File: config.mk
export PLATFORM = sky130hd
export DESIGN_NAME = multi_control_seq
export DESIGN_NICKNAME = d
export VERILOG_FILES = /design/src/rtl/multi_control_seq_pkg.sv /design/src/rtl/multi_control_seq_handshake_watchdog.sv /design/src/rtl/multi_control_seq.sv
export SDC_FILE = /design/constraint.sdc
export NUM_CORES = 1
export LEC_CHECK = 0
export BUFFER_PORTS_ARGS = -buffer_cell sky130_fd_sc_hd__buf_2
export CORE_MARGIN = 5
export CORE_UTILIZATION = 54
export DETAILED_ROUTE_END_ITERATION = 10
export PLACE_DENSITY = 0.84
export RECOVER_POWER = 50
export SLEW_MARGIN = 5
export SYNTH_ARGS = -nofsm -noshare
export SYNTH_HDL_FRONTEND = slang
export SYNTH_HIERARCHICAL = 1
export SYNTH_SLANG_ARGS = --single-unit
export TNS_END_PERCENT = 20
File: constraint.sdc
create_clock -name clk -period 4.61 [get_ports clk]
set_clock_uncertainty 0.15 [all_clocks]
set_input_delay 0.2305 -clock clk [delete_from_list [all_inputs] [get_ports clk]]
set_output_delay 0.2305 -clock clk [all_outputs]
set_load 0.01 [all_outputs]
File: src/rtl/multi_control_seq_pkg.sv
// Shared encodings for the multi-cycle control sequencer: FSM states,
// instruction opcodes and ALU operation codes.
package multi_control_seq_pkg;

  localparam int STATE_BITS = 4;

  typedef enum logic [STATE_BITS-1:0] {
    S_FETCH  = 4'd0,
    S_DECODE = 4'd1,
    S_EXEC   = 4'd2,
    S_MEM    = 4'd3,
    S_WB     = 4'd4,
    S_MULW   = 4'd5,
    S_HLT    = 4'd6,
    S_ERR    = 4'd7
  } state_e;

  localparam int unsigned INS_NOP  = 0;
  localparam int unsigned INS_ADD  = 1;
  localparam int unsigned INS_SUB  = 2;
  localparam int unsigned INS_LI   = 3;
  localparam int unsigned INS_LD   = 4;
  localparam int unsigned INS_ST   = 5;
  localparam int unsigned INS_BEQ  = 6;
  localparam int unsigned INS_MUL  = 7;
  localparam int unsigned INS_HALT = 31;

  localparam int unsigned OP_ADD  = 0;
  localparam int unsigned OP_SUB  = 1;
  localparam int unsigned OP_MUL  = 2;
  localparam int unsigned OP_PASS = 3;

  // States that block on an external handshake and are therefore guarded.
  function automatic logic is_wait_state(state_e s);
    return (s == S_FETCH) || (s == S_MEM) || (s == S_MULW);
  endfunction

endpackage

File: src/rtl/multi_control_seq_handshake_watchdog.sv
// Counts cycles spent waiting on a handshake; flags a timeout in the cycle
// the wait would exceed MAX_WAIT unless the handshake arrives in that cycle.
module handshake_watchdog #(
  parameter int MAX_WAIT = 16
) (
  input  logic clk,
  input  logic clear,
  input  logic count_en,
  input  logic done,
  output logic timeout
);

  localparam int WAIT_W = $clog2(MAX_WAIT + 1);
  localparam logic [WAIT_W-1:0] LAST = WAIT_W'(MAX_WAIT - 1);

  logic [WAIT_W-1:0] cnt_q;
  logic [WAIT_W-1:0] cnt_d;

  assign timeout = count_en && !done && (cnt_q == LAST);

  // Saturates at LAST so a stalled counter can never wrap back to zero.
  always_comb begin
    cnt_d = cnt_q;
    if (clear) begin
      cnt_d = '0;
    end else if (count_en && !done && (cnt_q != LAST)) begin
      cnt_d = cnt_q + 1'b1;
    end
  end

  always_ff @(posedge clk) begin
    cnt_q <= cnt_d;
  end

endmodule

File: src/rtl/multi_control_seq.sv
// Multi-cycle control FSM: fetch/decode/execute/memory/writeback sequencing
// with memory and multiplier handshakes guarded by a watchdog.
module multi_control_seq
  import multi_control_seq_pkg::*;
#(
  parameter int OPCODE_W = 5,
  parameter int ALUOP_W  = 5,
  parameter int MAX_WAIT = 16
) (
  input  logic                  clk,
  input  logic                  reset,
  input  logic [OPCODE_W-1:0]   opcode,
  input  logic                  zero_flag,
  input  logic                  mem_ack,
  input  logic                  alu_done,
  input  logic                  run,
  output logic                  ireg_enable,
  output logic                  write_enable,
  output logic                  imm_mux,
  output logic                  wb_sel,
  output logic [ALUOP_W-1:0]    aluOP,
  output logic                  alu_start,
  output logic                  mem_req,
  output logic                  mem_we,
  output logic                  addr_mux,
  output logic                  pc_enable,
  output logic                  pc_src,
  output logic                  retire,
  output logic                  halted,
  output logic                  error,
  output logic [STATE_BITS-1:0] dbg_state_o
);

  state_e state_q;
  state_e state_d;
  logic   wait_en;
  logic   hs_done;
  logic   timeout;
  logic   wd_clear;

  // Only the handshake belonging to the current wait state counts.
  assign wait_en     = !reset && is_wait_state(state_q);
  assign hs_done     = (state_q == S_MULW) ? alu_done : mem_ack;
  assign wd_clear    = reset || (state_d != state_q);
  assign dbg_state_o = state_q;

  handshake_watchdog #(
    .MAX_WAIT(MAX_WAIT)
  ) u_watchdog (
    .clk     (clk),
    .clear   (wd_clear),
    .count_en(wait_en),
    .done    (hs_done),
    .timeout (timeout)
  );

  always_ff @(posedge clk) begin
    state_q <= state_d;
  end

  always_comb begin
    state_d      = state_q;
    ireg_enable  = 1'b0;
    write_enable = 1'b0;
    imm_mux      = 1'b1;
    wb_sel       = 1'b0;
    aluOP        = ALUOP_W'(OP_PASS);
    alu_start    = 1'b0;
    mem_req      = 1'b0;
    mem_we       = 1'b0;
    addr_mux     = 1'b0;
    pc_enable    = 1'b0;
    pc_src       = 1'b0;
    retire       = 1'b0;
    halted       = 1'b0;
    error        = 1'b0;

    if (reset) begin
      state_d = S_FETCH;
    end else begin
      unique case (state_q)
        S_FETCH: begin
          mem_req = 1'b1;
          if (mem_ack) begin
            ireg_enable = 1'b1;
            pc_enable   = 1'b1;
            state_d     = S_DECODE;
          end else if (timeout) begin
            state_d = S_ERR;
          end
        end

        S_DECODE: begin
          case (opcode)
            OPCODE_W'(INS_NOP): begin
              retire  = 1'b1;
              state_d = S_FETCH;
            end
            OPCODE_W'(INS_LI): begin
              write_enable = 1'b1;
              imm_mux      = 1'b0;
              retire       = 1'b1;
              state_d      = S_FETCH;
            end
            OPCODE_W'(INS_ADD),
            OPCODE_W'(INS_SUB),
            OPCODE_W'(INS_BEQ):  state_d = S_EXEC;
            OPCODE_W'(INS_LD),
            OPCODE_W'(INS_ST):   state_d = S_MEM;
            OPCODE_W'(INS_MUL): begin
              alu_start = 1'b1;
              aluOP     = ALUOP_W'(OP_MUL);
              state_d   = S_MULW;
            end
            OPCODE_W'(INS_HALT): state_d = S_HLT;
            default:             state_d = S_ERR;
          endcase
        end

        S_EXEC: begin
          case (opcode)
            OPCODE_W'(INS_ADD): begin
              aluOP        = ALUOP_W'(OP_ADD);
              write_enable = 1'b1;
              retire       = 1'b1;
            end
            OPCODE_W'(INS_SUB): begin
              aluOP        = ALUOP_W'(OP_SUB);
              write_enable = 1'b1;
              retire       = 1'b1;
            end
            OPCODE_W'(INS_BEQ): begin
              aluOP     = ALUOP_W'(OP_SUB);
              pc_enable = zero_flag;
              pc_src    = zero_flag;
              retire    = 1'b1;
            end
            default: ;
          endcase
          state_d = S_FETCH;
        end

        S_MEM: begin
          aluOP    = ALUOP_W'(OP_ADD);
          mem_req  = 1'b1;
          addr_mux = 1'b1;
          mem_we   = (opcode == OPCODE_W'(INS_ST));
          if (mem_ack) begin
            if (opcode == OPCODE_W'(INS_ST)) begin
              retire  = 1'b1;
              state_d = S_FETCH;
            end else begin
              state_d = S_WB;
            end
          end else if (timeout) begin
            state_d = S_ERR;
          end
        end

        S_WB: begin
          write_enable = 1'b1;
          wb_sel       = 1'b1;
          retire       = 1'b1;
          state_d      = S_FETCH;
        end

        S_MULW: begin
          aluOP = ALUOP_W'(OP_MUL);
          if (alu_done) begin
            write_enable = 1'b1;
            retire       = 1'b1;
            state_d      = S_FETCH;
          end else if (timeout) begin
            state_d = S_ERR;
          end
        end

        S_HLT: begin
          halted = 1'b1;
          if (run) state_d = S_FETCH;
        end

        S_ERR: begin
          error = 1'b1;
        end

        default: state_d = S_ERR;
      endcase
    end
  end

endmodule

## After elaboration in Yosys (flattened, before gate mapping)

Cells that the tools add are included.

- Memories kept: 0
- Output and inout bits: 22
- Word-level logic and storage cells: 90
- Input bits: 11
- Latch bits: 0
- Register bits: 9
- ROM bits: 0
- Memory bits (writable): 0

- Multiplexer cells: 51
- Reduce and logical (&&, ||, !) cells: 18
- Divide/modulo/power cells: 0
- Eq/ne operators: 18
- Shift operators: 0
- Add/subtract/negate cells: 1
- Bitwise operators: 0
- Multiply operators: 0
- Magnitude comparators: 0

Operator list:

| kind | count |
|---|---|
| $mux W1 | 36 |
| $pmux W4 S7 | 1 |
| $mux W4 | 6 |
| $eq A5 B3 Y1 const B | 4 |
| $eq A4 B3 Y1 const B | 4 |
| $pmux W3 S5 | 1 |
| $reduce_or A2 Y1 | 6 |
| $eq A5 B2 Y1 const B | 2 |
| $eq A4 B2 Y1 const B | 2 |
| $pmux W2 S4 | 1 |
| $add A5 B1 Y5 const B | 1 |
| $eq A5 B1 Y1 const B | 1 |
| $eq A5 B4 Y1 const B | 1 |
| $eq A5 B5 Y1 const B | 1 |
| $logic_not A5 Y1 | 1 |
| $ne A5 B4 Y1 const B | 1 |
| $pmux W1 S5 | 1 |
| $eq A4 B1 Y1 const B | 1 |
| $logic_and A1 B1 Y1 | 4 |
| $logic_not A4 Y1 | 1 |
| $ne A4 B4 Y1 | 1 |
| $pmux W1 S4 | 1 |
| $pmux W2 S2 | 1 |
| $logic_or A1 B1 Y1 | 3 |
| 5 further kinds | 6 |

## Depth between registers and ports, before layout

- Depth in word-level cells: 12
- Mapped depth: 13
- Depth with buffers taken out: 12

## Hierarchy

Netlist, hierarchy kept.

Modules (own cells, without submodules):

| module | cells each | sequential area each (um2) | area each (um2) | instances |
|---|---|---|---|---|
| multi_control_seq | 112 | 80.1 | 755.7 | 1 |
| handshake_watchdog | 24 | 100.1 | 254.0 | 1 |

## Worst setup path before layout

No wires, ideal clock.

- Path kind: register to register
- From: reg state_q[0], in the netlist dbg_state_o[0]
- To: reg u_watchdog.cnt_q[3]
- Period minus slack after synthesis: 2972 ps
- Setup time: 123 ps
- Cell stages (with the launch flop): 13
- Path buffers: 1
- Required time: 4337 ps
- Setup slack: 1638 ps
- Data arrival time: 2698 ps
- Cell sequence: dfxtp_1 > buf_4 > inv_1 > nor3_1 > mux2_2 > and3b_2 > nor4b_1 > o21ai_1 > a41oi_2 > xor2_1 > a2111o_1 > nor2b_1 > mux2_1

- Elaborated cells between the ends (all ways): 26
- Classes of those cells: 8 x eq/ne; 8 x mux; 10 x reduce/logical

RTL lines:

| what | RTL line | text |
|---|---|---|
| start, declared | multi_control_seq.sv:34 | `state_e state_q;` |
| start signal, assigned | multi_control_seq.sv:58 | `state_q <= state_d;` |
| $eq A4 B3 Y1 * | multi_control_seq.sv:43 | `assign hs_done = (state_q == S_MULW) ? alu_done : mem_ack;` |
| $mux W1 * | multi_control_seq.sv:43 |  |
| via hs_done | multi_control_seq.sv:37 | `logic hs_done;` |
| $logic_not A1 Y1 * | multi_control_seq_handshake_watchdog.sv:19 | `assign timeout = count_en && !done && (cnt_q == LAST);` |
| $logic_and A1 B1 Y1 * (2 in series) | multi_control_seq_handshake_watchdog.sv:19 |  |
| via timeout | multi_control_seq.sv:38 | `logic timeout;` |
| $mux W4 * | multi_control_seq.sv:88, multi_control_seq.sv:155, multi_control_seq.sv:173 |  |
| $mux W4, on equally long branches | multi_control_seq.sv:169, multi_control_seq.sv:84, multi_control_seq.sv:148 |  |
| $pmux W4 S7 * | multi_control_seq.sv:81 | `unique case (state_q)` |
| $mux W4 * | multi_control_seq.sv:78 | `if (reset) begin` |
| via state_d[2] | multi_control_seq.sv:35 | `state_e state_d;` |
| $ne A4 B4 Y1 * | multi_control_seq.sv:44 | `assign wd_clear = reset \|\| (state_d != state_q);` |
| $logic_or A1 B1 Y1 * | multi_control_seq.sv:44 |  |
| via wd_clear | multi_control_seq.sv:39 | `logic wd_clear;` |
| end signal, assigned | multi_control_seq_handshake_watchdog.sv:32 | `cnt_q <= cnt_d;` |
| end, declared | multi_control_seq_handshake_watchdog.sv:16 | `logic [WAIT_W-1:0] cnt_q;` |

The timed path passes the listed nets; every way through them passes the cells marked *.
A chain may end at the register's enable or synchronous reset.

## Worst setup path in the final report

- From: reg state_q[2], in the netlist dbg_state_o[2]
- To: reg u_watchdog.cnt_q[3]

Same word-level chain as after synthesis.

==> flow_summary.toml <==
[yosys]
synth_xor_area_share_pct = 3.47
synthTopCellsByCount = "nor2_1, dfxtp_1, nor3_1"
synthTopCellsByArea = "dfxtp_1, nor2_1, nor3_1"
ys_warn_count = 6
synth-adder-area-share_pct = 2.48
synthMuxAreaShare_pct = 4.21
synth_top_family_by_area = "simple AND/OR/NAND/NOR gates"
synth_edf_count = 0
synth_area_leader_cell = "dfxtp_1"
synthArstFlopShare_pct = 0
syn-mean-instance-area_um2 = 7.42
ys_seq_elements = 9
syn-instance-count = 136
synth_top_area_share_pct = 17.8
synthFlopType = "dfxtp_1"
synthesis.area_um2 = 1010
synth_cell_types = 54
synth_compound_area_share_pct = 19.6
synth.most_common_cell = "nor2_1"
yosysSeqAreaShare_pct = 17.8
synthSimpleGateAreaFrac_pct = 43.9

[sta]
maxSlewHeadroom_pct = 59.4
final_max_slew_viol_count = 0
finalCriticalPeriod_ps = 3340
tns_ps = 0
clock.fmax_mhz = 300
worst_pin_slew_ps = 608
rsz0062_at_grt = "no"
fin_crit_sh_pct = 72.4
hold_viol_final = 0
finalSetupViolCount = 0

[cts]
cts_buffers = 3
ctsHoldBuffers = 0
cts_resized = 0
cts.sinks = 9
post-cts-setup-buffer-count = 0
clk_path_buf_depth = 2
cts_root_buffer = "clkbuf_4"
clock_latency_ps = 260
cts_tree = "done"
cts_max_level = 1
clk_pin_slew_ps = 60

[finish]
nFillCells = 160
n_antenna_cell = 0
multi_input_area_um2 = 751
instances_no_fill = 186
area_growth_pct = 12.8
seqCellArea_um2 = 180
nNetsFinal = 175
drive_gt1_share_pct = 19.3
fin_util_pct = 65.2

[worst_setup_path]
r2r_slack_ps = 1270
startpoint_type = "register"
crit_path_end_kind = "register"
required_ps = 4600
max_stage_delay_ps = 700
crit_start = "dbg_state_o[2]"
r2r-start = "dbg_state_o[2]"
crit_slowest_cell = "dfxtp_1"
cp.arrival_ps = 3330
r2r_cells = 11
critical_path_class = "register to register"
worstPathCellList = "nand2b_1 > nor3_1 > mux2_2 > and3b_2 > nor4b_1 > o21ai_1 > a41oi_2 > xor2_1 > a2111o_1 > nor2b_1 > mux2_1"
cp_max_fo = 20
r2r-end = "u_watchdog/cnt_q[3]"
crit_path_end = "u_watchdog/cnt_q[3]"

[placed_design]
dp_cells = 182
place_congestion = 0.914
dpl.hpwl_um = 1990
portBuffers = 29

[pwr]
ir_drop_v = 0.000191
p_leak_nw = 0.436
p_per_area_nw_per_um2 = 193

[min_path]
whs_path_depth = 2
hold_class = "input pin to register"

[global_route]
grt_max_degree = 21
grt_overflow = 0
antenna_found_initial = 0
grt_util_met2_pct = 32.2
first_global_vias = 1028
grtUsageTotal_pct = 20.5
grt_use_met1_pct = 27.9
use_met3_pct = 3.10
top_usage_layer = "met2"
grt_pass1_wl_um = 4520

[floorplanning]
num_io_pins = 33
start_util_pct = 57.8
die_h_um = 53.2
die_area_um2 = 2830
rows = 15
core_area_um2 = 1750
fp.dieW_um = 53.2

[run_status]
status = "finished clean"

[route]
routed-via-count = 1114
drtIter0Drc = 44
vias_per_cell = 5.99
drc = 0
routed_wl_um = 2570
ant_nets = 0
drt_pre_antenna_iters = 4
wl_per_cell_um = 13.8

[flow_run]
max_cap_viol_count = 0
[cell families (layout without fill, tap and decap cells)]
family | count (synthesis) | count (layout)
AO/OA/AOI/OAI | 27 | 27
multiplexers | 4 | 4
XOR/XNOR | 4 | 4
other | 1 | 4
buffers and inverters | 16 | 38
adder cells (fa/ha/maj) | 2 | 2
AND/OR/NAND/NOR | 73 | 73
flip-flops | 9 | 9
[routing by layer]
metal  vias up  part of all wire [%]
met2        53                    48
met1       513                    42
met5         -                     0
li1        546                     -
met4         0                  0.66
met3         2                   9.4
[layout make-up]
class                   count  area share [%]
clock buffers               4            2.31
inverters                   5            1.65
multi-input cells         114            65.9
flip-flops and latches      9            15.8
well taps                  25            2.75
repair buffers             29            11.5
[registers in the layout, indices dropped and copies added (netlist names)]
signal and flops:
dbg_state_o 4, u_watchdog/cnt_q 5
[power by group]
| part | switching (mW) | leakage, nW | internal [mW] |
|---|---|---|---|
| registers | 0.0122 | 0.0738 | 0.0808 |
| clock network | 0.0253 | 0.0150 | 0.0332 |
| logic | 0.0404 | 0.347 | 0.0280 |
| total | 0.0779 | 0.436 | 0.142 |
[worst min path at each step]
| stage | startpoint | end | slack, ps |
|---|---|---|---|
| after floorplan | opcode[4] | dbg_state_o[0] | 310 |
| after global placement | u_watchdog/cnt_q[4] | u_watchdog/cnt_q[4] | 350 |
| after detailed placement | u_watchdog/cnt_q[4] | u_watchdog/cnt_q[4] | 350 |
| after CTS | reset | dbg_state_o[2] | 180 |
| after global routing | reset | dbg_state_o[2] | 190 |
| final | reset | dbg_state_o[2] | 190 |
[stage by stage]
stage	cell area, um^2	hold slack (ps)	setup slack (ps)	total power, mW
6_report	1140	193	1270	0.220
5_1_grt	1140	191	920	0.237
4_1_cts	1160	183	1240	0.223
3_5_place_dp	1130	350	1270	0.163
3_3_place_gp	1130	347	1380	0.162
2_1_floorplan	1020	306	1640	0.145
[critical path: cells and delay by family (launching register included)]
kind / cells / cell delay (ps)
DFF: 1 / 700
xor gates and xnor gates: 1 / 170
AOI/OAI and AO/OA: 3 / 560
muxes: 2 / 680
and+or+nand+nor: 5 / 960
[placed cells by master (no fill, tap or decap), types with 2 or more instances in the layout]
| cell | synthesis | routed |
|---|---|---|
| or3_1 | 2 | 2 |
| buf_2 | 3 | 18 |
| nor4_1 | 4 | 4 |
| mux2i_1 | 2 | 2 |
| nand2b_1 | 5 | 5 |
| a31oi_1 | 2 | 2 |
| ha_1 | 2 | 2 |
| nand4bb_1 | 2 | 2 |
| a21oi_1 | 5 | 5 |
| nor2b_1 | 4 | 4 |
| nand2_1 | 7 | 7 |
| nor3_1 | 8 | 9 |
| clkbuf_1 | 1 | 12 |
| o21ai_0 | 6 | 6 |
| conb_1 | 1 | 4 |
| inv_1 | 5 | 5 |
| a311o_1 | 3 | 3 |
| and3_1 | 3 | 3 |
| nand3_1 | 4 | 4 |
| xnor2_1 | 2 | 2 |
| nor2_1 | 17 | 17 |
| and2_0 | 1 | 2 |
| nand4_1 | 2 | 2 |
| dfxtp_1 | 9 | 9 |
| xor2_1 | 2 | 2 |
| clkbuf_4 | 0 | 3 |
(Power assumes the default switching activity.)
